--- src/rtl/branch_sequencer_pkg.sv ---
// Shared encodings for the branch sequencer: jump modes, flag selects, PC mux selects, FSM states.
package branch_sequencer_pkg;

    localparam logic [1:0] MODE_JMP_ABS_REG  = 2'b00;
    localparam logic [1:0] MODE_JMP_REL_HERE = 2'b01;

    localparam logic [1:0] CC_SELECTX_Z = 2'b00;
    localparam logic [1:0] CC_SELECTX_C = 2'b01;
    localparam logic [1:0] CC_SELECTX_P = 2'b10;
    localparam logic [1:0] CC_SELECTX_S = 2'b11;

    localparam logic [1:0] PC_OFFSETX_0   = 2'b00;
    localparam logic [1:0] PC_OFFSETX_2   = 2'b01;
    localparam logic [1:0] PC_OFFSETX_DIN = 2'b10;

    localparam logic [1:0] PC_BASEX_PC_A = 2'b00;
    localparam logic [1:0] PC_BASEX_0    = 2'b01;

    typedef enum logic [1:0] {
        ST_IDLE     = 2'b00,
        ST_EVAL     = 2'b01,
        ST_WAIT_DIN = 2'b10,
        ST_LOAD     = 2'b11
    } seq_state_t;

    typedef struct packed {
        logic s;
        logic p;
        logic c;
        logic z;
    } cc_flags_t;

    typedef struct packed {
        logic [1:0] jmpx;
        logic [1:0] cc_selectx;
        logic       cc_invertx;
        logic       cc_applyx;
        cc_flags_t  flags;
    } branch_req_t;

endpackage

--- src/rtl/branch_sequencer_logic.sv ---
// Branch condition evaluation and base-select mapping for a latched branch request.
module branch_sequencer_logic
    import branch_sequencer_pkg::*;
(
    input  branch_req_t i_req,
    output logic        o_taken,
    output logic [1:0]  o_din_basex
);

    logic w_flag;

    always_comb begin
        w_flag = 1'b0;
        case (i_req.cc_selectx)
            CC_SELECTX_Z: w_flag = i_req.flags.z;
            CC_SELECTX_C: w_flag = i_req.flags.c;
            CC_SELECTX_P: w_flag = i_req.flags.p;
            CC_SELECTX_S: w_flag = i_req.flags.s;
            default:      w_flag = 1'b0;
        endcase
    end

    assign o_taken = !i_req.cc_applyx || (w_flag ^ i_req.cc_invertx);

    // Reserved modes fall back to absolute-register addressing.
    assign o_din_basex = (i_req.jmpx == MODE_JMP_REL_HERE) ? PC_BASEX_PC_A : PC_BASEX_0;

endmodule

--- src/rtl/branch_sequencer.sv ---
// PC update sequencer: accepts decoded instructions, evaluates branches, waits for the
// operand word and issues a single PC_LOAD strobe with offset/base selects.
module branch_sequencer
    import branch_sequencer_pkg::*;
#(
    parameter int DIN_TIMEOUT = 16
) (
    input  logic       i_clk,
    input  logic       i_rst,
    input  logic       i_instr_valid,
    output logic       o_instr_ready,
    input  logic       i_is_branch,
    input  logic [1:0] i_jmpx,
    input  logic [1:0] i_cc_selectx,
    input  logic       i_cc_invertx,
    input  logic       i_cc_applyx,
    input  logic       i_cc_load,
    input  logic       i_cc_zero,
    input  logic       i_cc_carry,
    input  logic       i_cc_parity,
    input  logic       i_cc_sign,
    input  logic       i_din_valid,
    output logic       o_pc_load,
    output logic [1:0] o_pc_offsetx,
    output logic [1:0] o_pc_basex,
    output logic       o_branch_taken,
    output logic       o_busy,
    output logic       o_fault
);

    localparam logic [7:0] TO_LAST = 8'(DIN_TIMEOUT - 1);

    seq_state_t  r_state, w_next;
    cc_flags_t   r_flags, w_flags_now;
    branch_req_t r_req;
    logic [7:0]  r_cnt;
    logic [1:0]  r_offsetx, r_basex, w_nx_off, w_nx_base;
    logic        r_taken, w_nx_taken;
    logic        r_fault;
    logic        w_latch, w_set_fault, w_cnt_clr, w_cnt_inc;
    logic        w_br_taken;
    logic [1:0]  w_din_basex;

    // Same-cycle CC_LOAD bypasses the snapshot register.
    assign w_flags_now = i_cc_load ? cc_flags_t'{s: i_cc_sign, p: i_cc_parity,
                                                 c: i_cc_carry, z: i_cc_zero}
                                   : r_flags;

    branch_sequencer_logic u_logic (
        .i_req       (r_req),
        .o_taken     (w_br_taken),
        .o_din_basex (w_din_basex)
    );

    always_comb begin
        w_next      = r_state;
        w_nx_off    = r_offsetx;
        w_nx_base   = r_basex;
        w_nx_taken  = r_taken;
        w_latch     = 1'b0;
        w_set_fault = 1'b0;
        w_cnt_clr   = 1'b0;
        w_cnt_inc   = 1'b0;
        case (r_state)
            ST_IDLE: begin
                if (i_instr_valid) begin
                    if (i_is_branch) begin
                        w_latch = 1'b1;
                        w_next  = ST_EVAL;
                    end else begin
                        w_next     = ST_LOAD;
                        w_nx_off   = PC_OFFSETX_2;
                        w_nx_base  = PC_BASEX_PC_A;
                        w_nx_taken = 1'b0;
                    end
                end
            end
            ST_EVAL: begin
                if (w_br_taken) begin
                    w_next    = ST_WAIT_DIN;
                    w_cnt_clr = 1'b1;
                end else begin
                    w_next     = ST_LOAD;
                    w_nx_off   = PC_OFFSETX_2;
                    w_nx_base  = PC_BASEX_PC_A;
                    w_nx_taken = 1'b0;
                end
            end
            ST_WAIT_DIN: begin
                // Operand arriving in the timeout cycle still completes the branch.
                if (i_din_valid) begin
                    w_next     = ST_LOAD;
                    w_nx_off   = PC_OFFSETX_DIN;
                    w_nx_base  = w_din_basex;
                    w_nx_taken = 1'b1;
                end else if (r_cnt == TO_LAST) begin
                    w_next      = ST_LOAD;
                    w_set_fault = 1'b1;
                    w_nx_off    = PC_OFFSETX_2;
                    w_nx_base   = PC_BASEX_PC_A;
                    w_nx_taken  = 1'b0;
                end else begin
                    w_cnt_inc = 1'b1;
                end
            end
            ST_LOAD: w_next = ST_IDLE;
            default: w_next = ST_IDLE;
        endcase
    end

    always_ff @(posedge i_clk or posedge i_rst) begin
        if (i_rst) begin
            r_state   <= ST_IDLE;
            r_flags   <= '0;
            r_req     <= '0;
            r_cnt     <= '0;
            r_offsetx <= PC_OFFSETX_0;
            r_basex   <= PC_BASEX_PC_A;
            r_taken   <= 1'b0;
            r_fault   <= 1'b0;
        end else begin
            r_state   <= w_next;
            r_offsetx <= w_nx_off;
            r_basex   <= w_nx_base;
            r_taken   <= w_nx_taken;
            if (i_cc_load) begin
                r_flags <= w_flags_now;
            end
            if (w_latch) begin
                r_req <= '{jmpx: i_jmpx, cc_selectx: i_cc_selectx, cc_invertx: i_cc_invertx,
                           cc_applyx: i_cc_applyx, flags: w_flags_now};
            end
            if (w_cnt_clr) begin
                r_cnt <= '0;
            end else if (w_cnt_inc) begin
                r_cnt <= r_cnt + 8'd1;
            end
            if (w_set_fault) begin
                r_fault <= 1'b1;
            end
        end
    end

    assign o_instr_ready  = (r_state == ST_IDLE);
    assign o_busy         = (r_state != ST_IDLE);
    assign o_pc_load      = (r_state == ST_LOAD);
    assign o_pc_offsetx   = r_offsetx;
    assign o_pc_basex     = r_basex;
    assign o_branch_taken = r_taken;
    assign o_fault        = r_fault;

endmodule
--- config.mk ---
export PLATFORM = sky130hd
export DESIGN_NAME = branch_sequencer
export DESIGN_NICKNAME = d
export VERILOG_FILES = /design/src/rtl/branch_sequencer_pkg.sv /design/src/rtl/branch_sequencer_logic.sv /design/src/rtl/branch_sequencer.sv
export SDC_FILE = /design/constraint.sdc
export NUM_CORES = 1
export LEC_CHECK = 0
export CAP_MARGIN = 20
export CORE_UTILIZATION = 29
export CTS_BUF_LIST = sky130_fd_sc_hd__clkbuf_8 sky130_fd_sc_hd__clkbuf_16
export DETAILED_ROUTE_END_ITERATION = 16
export PLACE_DENSITY = 0.5
export SYNTH_ARGS = -nofsm -noshare
export SYNTH_HDL_FRONTEND = slang
export SYNTH_SLANG_ARGS = --single-unit
--- constraint.sdc ---
create_clock -name i_clk -period 1.8 [get_ports i_clk]
set_input_delay 0.18 -clock i_clk [delete_from_list [all_inputs] [get_ports i_clk]]
set_output_delay 0.18 -clock i_clk [all_outputs]
set_load 0.01 [all_outputs]
==> results.txt <==
The most common cell in the netlist was sky130_fd_sc_hd__dfrtp_1. The total standard cell area after synthesis was 1350 um2; the power density over the cells was 1350 nW/um2. The critical path contains buffers and inverters numbering 0 combined.

In the final routed layout, each cell accounts on average for 12.4 um. After legalization and detailed placement, the total HPWL measured 1910 um. Global routing finished with a remaining overflow of 0. The run gives 24 as the site row count. The overall die height works out to 70.2 um. The tools report the net count of the mapped netlist as 134. TritonCTS built the clock tree. The logs give 3 for the total CTS buffers and 560 uV for the peak supply drop.

The number of top-level design ports is 25, and the maximum fanout count along the critical path is 4. Summing over every cut layer, the via total after detailed routing is 909. Setup repair after global routing could not meet its margin everywhere.

The logs give 1.89 ns for the data arrival at the endpoint of the critical path and 0 for the hold violation count in the final report. The number of H-tree levels is 1, and the initial core utilization is 30.5%. The initial antenna violation count was 0; the register clock-pin slew on the reported worst setup and hold paths was 0.09 ns.

The largest net degree at the start of global routing was 29. Among all flip-flop cells after synthesis, the most frequent one is sky130_fd_sc_hd__dfrtp_1. The share of synthesized area occupied by flip-flops and latches is 52.0%. The buffer cell driving the clock tree root was sky130_fd_sc_hd__clkbuf_8. Longest individual stage delay on the worst path: 0.40 ns. The number of maximum-capacitance constraint violations is 0. The global-route wire length before repair was 4270 um; the latest clock arrival within the worst-skew pair was 0.27 ns. The tools report the data required time of the worst path as 1.96 ns. In this run, post-CTS hold repair placed 0 buffers. The share of async-settable or async-resettable flops after synthesis was 100%. The count of synthesis-stage warnings from yosys came out at 0. The signal on the critical path passes through ha_1 > and3_2 > a21oi_4 > a21oi_2 > and3b_2 > mux2_4. The worst hold margin is 0.263 ns, and the period utilization is 95.8%. The total count of max-transition violations in the final report was 0; the setup skew after layout was 0.00303 ns. Cell taking the most area after synthesis: sky130_fd_sc_hd__dfrtp_1. The path type of the worst min-delay path is input port to async pin. Port buffering added 23 buffers.

The cell with the largest stage delay on the worst path was sky130_fd_sc_hd__dfrtp_1. In the global route stage, overall resource usage came out at 11.0%. For the number of diodes added for antenna fixing, the log shows 0. In the final design database the tool counted 170 nets.

Dividing the synthesized area by the synthesized cell count gives 11.9 um2. Setup violations remaining at the end of the flow were counted as 0. The final critical path time including I/O delays and setup was 1.72 ns. Cells with a size suffix above 1 make up 25.7% of the layout.

In this run, synthesis inferred 0 flip-flops with an integrated enable. The critical path is of the register to register type. Synthesis produced 113 cells. The run finished with clean final reports. The category of the worst setup path launch point was a register. Dividing the detail-routed via count by the number of cells gives 4.55. Counting flops and latches in the post-synthesis netlist gives 28. The number of global-route vias before repair was 959; the die outline area was 4920 um2.

Before antenna repair, the detailed router went through 3 iterations. Summing all non-filler instances in the final layout gives an area of 1770 um2. The analysis attributes to cell leakage a power of 0.000807 uW. The number of distinct library cell variants in the gate-level netlist after synthesis was 29; the fraction of synthesized cell area taken by the top area cell type was 52.0%. The run gives 433 as the final-layout fill cell count. The clock passes through at most 2 buffers. The placer's final routability congestion estimate came out at 0.711. Cell type group with the largest total delay on the critical path: simple AND/OR/NAND/NOR gates.

Compared with the post-synthesis result, the final layout area differs by 31.4%. Once placement finished, the instance area stood at 1680 um2. For this block, the initial DRC count from the detailed router was 22. The logs give 4410 um2 for the core box area and 2490 um for the sum of routed wire length over all layers. The width of the die was 70.2 um; the DRC violations left was 0. After synthesis, the cell types taking the most area are sky130_fd_sc_hd__dfrtp_1 (52%), sky130_fd_sc_hd__mux2_2 (12%), sky130_fd_sc_hd__ha_1 (4.6%). The critical path endpoint category is a register.

The number of antenna-violating nets in the routed design is 0, and the number of clock sinks seen by CTS is 28. The commonest cells after synthesis are sky130_fd_sc_hd__dfrtp_1 (28), sky130_fd_sc_hd__mux2_2 (14), sky130_fd_sc_hd__nor2_1 (9). Highest achievable clock rate: 580 MHz.
==> repair_timing <==
| item | 4_1_cts | 5_1_grt |
|---|---|---|
| endpoints found under the setup margin | 2 | 2 |
| gates resized for setup | 3 | 2 |
| setup buffers | 0 | 4 |
| pin swaps | 0 | 2 |
==> metal layers <==
metal  track usage (%)  part of all wire, %  wire, um  up-vias
met5                 0                    0         0        -
met4              1.33                 0.24         6        0
met3              3.75                  3.5        88        2
met2              19.2                   52      1290       16
met1              13.5                   44      1100      446
li1                  -                    -         -      445
==> registers in the layout (all words and copies together) (netlist names) <==
signal          flops
o_pc_basex          1
o_branch_taken      1
r_req              10
o_fault             1
o_pc_offsetx        1
r_cnt               8
r_state             2
r_flags             4
==> power breakdown <==
group	switching [uW]	internal, uW	total [uW]
logic	462	594	1060
registers	128	829	957
clock network	188	196	384
==> cells by family after synthesis <==
logic type	Yosys count	share of synthesized area [%]
DFF	28	52.0
other	1	0.278
xor gates and xnor gates	9	5.85
and+or+nand+nor	27	10.1
adders and majority gates	5	4.64
buffers and inverters	11	4.18
AOI/OAI and AO/OA	12	6.04
muxes	20	16.9
==> layout by cell type (no fill, tap or decap), types with 2 or more instances in the layout <==
| master | count |
|---|---|
| sky130_fd_sc_hd__mux2_4 | 2 |
| sky130_fd_sc_hd__ha_1 | 4 |
| sky130_fd_sc_hd__clkdlybuf4s50_1 | 21 |
| sky130_fd_sc_hd__nand2b_1 | 2 |
| sky130_fd_sc_hd__mux2i_1 | 4 |
| sky130_fd_sc_hd__nor2_1 | 9 |
| sky130_fd_sc_hd__xnor2_1 | 4 |
| sky130_fd_sc_hd__clkbuf_8 | 4 |
| sky130_fd_sc_hd__nand2_1 | 7 |
| sky130_fd_sc_hd__mux2_2 | 14 |
| sky130_fd_sc_hd__inv_1 | 7 |
| sky130_fd_sc_hd__buf_4 | 12 |
| sky130_fd_sc_hd__nand3_1 | 4 |
| sky130_fd_sc_hd__xor2_1 | 5 |
| sky130_fd_sc_hd__dlygate4sd2_1 | 2 |
| sky130_fd_sc_hd__dfrtp_1 | 28 |
| sky130_fd_sc_hd__a21oi_1 | 3 |
==> layout make-up <==
class                           instances  area [um2]  share of cell area [%]
Inverter                                7        26.3                    1.48
Timing Repair Buffer                   35         318                    18.0
Tap cell                               52        65.1                    3.67
Multi-Input combinational cell         74         606                    34.2
Clock buffer                            4        55.1                    3.11
Sequential cell                        28         701                    39.6
==> final timing paths <==
| check | end | cells after the start | startpoint | slack (ns) |
|---|---|---|---|---|
| setup / recovery | o_pc_offsetx[0]$_DFFE_PP0P_ | 6 | r_cnt[0]$_DFFE_PP0P_ | 0.08 |
| hold / removal | r_flags[2]$_DFFE_PP0P_ | 3 | i_rst | 0.26 |
| setup reg to reg | o_pc_offsetx[0]$_DFFE_PP0P_ | 6 | r_cnt[0]$_DFFE_PP0P_ | 0.08 |
| hold reg to reg | o_fault$_DFFE_PP0P_ | 1 | o_fault$_DFFE_PP0P_ | 0.49 |
| max in group asynchronous | r_state[0]$_DFFE_PP0P_ | 3 | i_rst | 1.27 |
| min in group i_clk | o_fault$_DFFE_PP0P_ | 1 | o_fault$_DFFE_PP0P_ | 0.49 |
==> stage by stage <==
step | total power (uW) | TNS [ns] | std cells | worst slack (ns) | util, %
after floorplan | 1680 | 0 | 113 | 0.00896 | -
after global placement | 2010 | 0 | 192 | 0.0834 | 38.1
after detailed placement | 2040 | 0 | 192 | 0.0156 | 38.1
after CTS | 2430 | 0 | 196 | 0.00223 | 39.3
after global routing | 2580 | -0.0145 | 200 | -0.0134 | 40.1
final | 2400 | 0 | 200 | 0.0752 | 40.1
==> tightest hold or removal path, cell delays in order <==
cell and delay (ns):
sky130_fd_sc_hd__clkdlybuf4s50_1 0.39, sky130_fd_sc_hd__inv_1 0.05, sky130_fd_sc_hd__buf_4 0.33
Power figures use the tool's default switching activity.
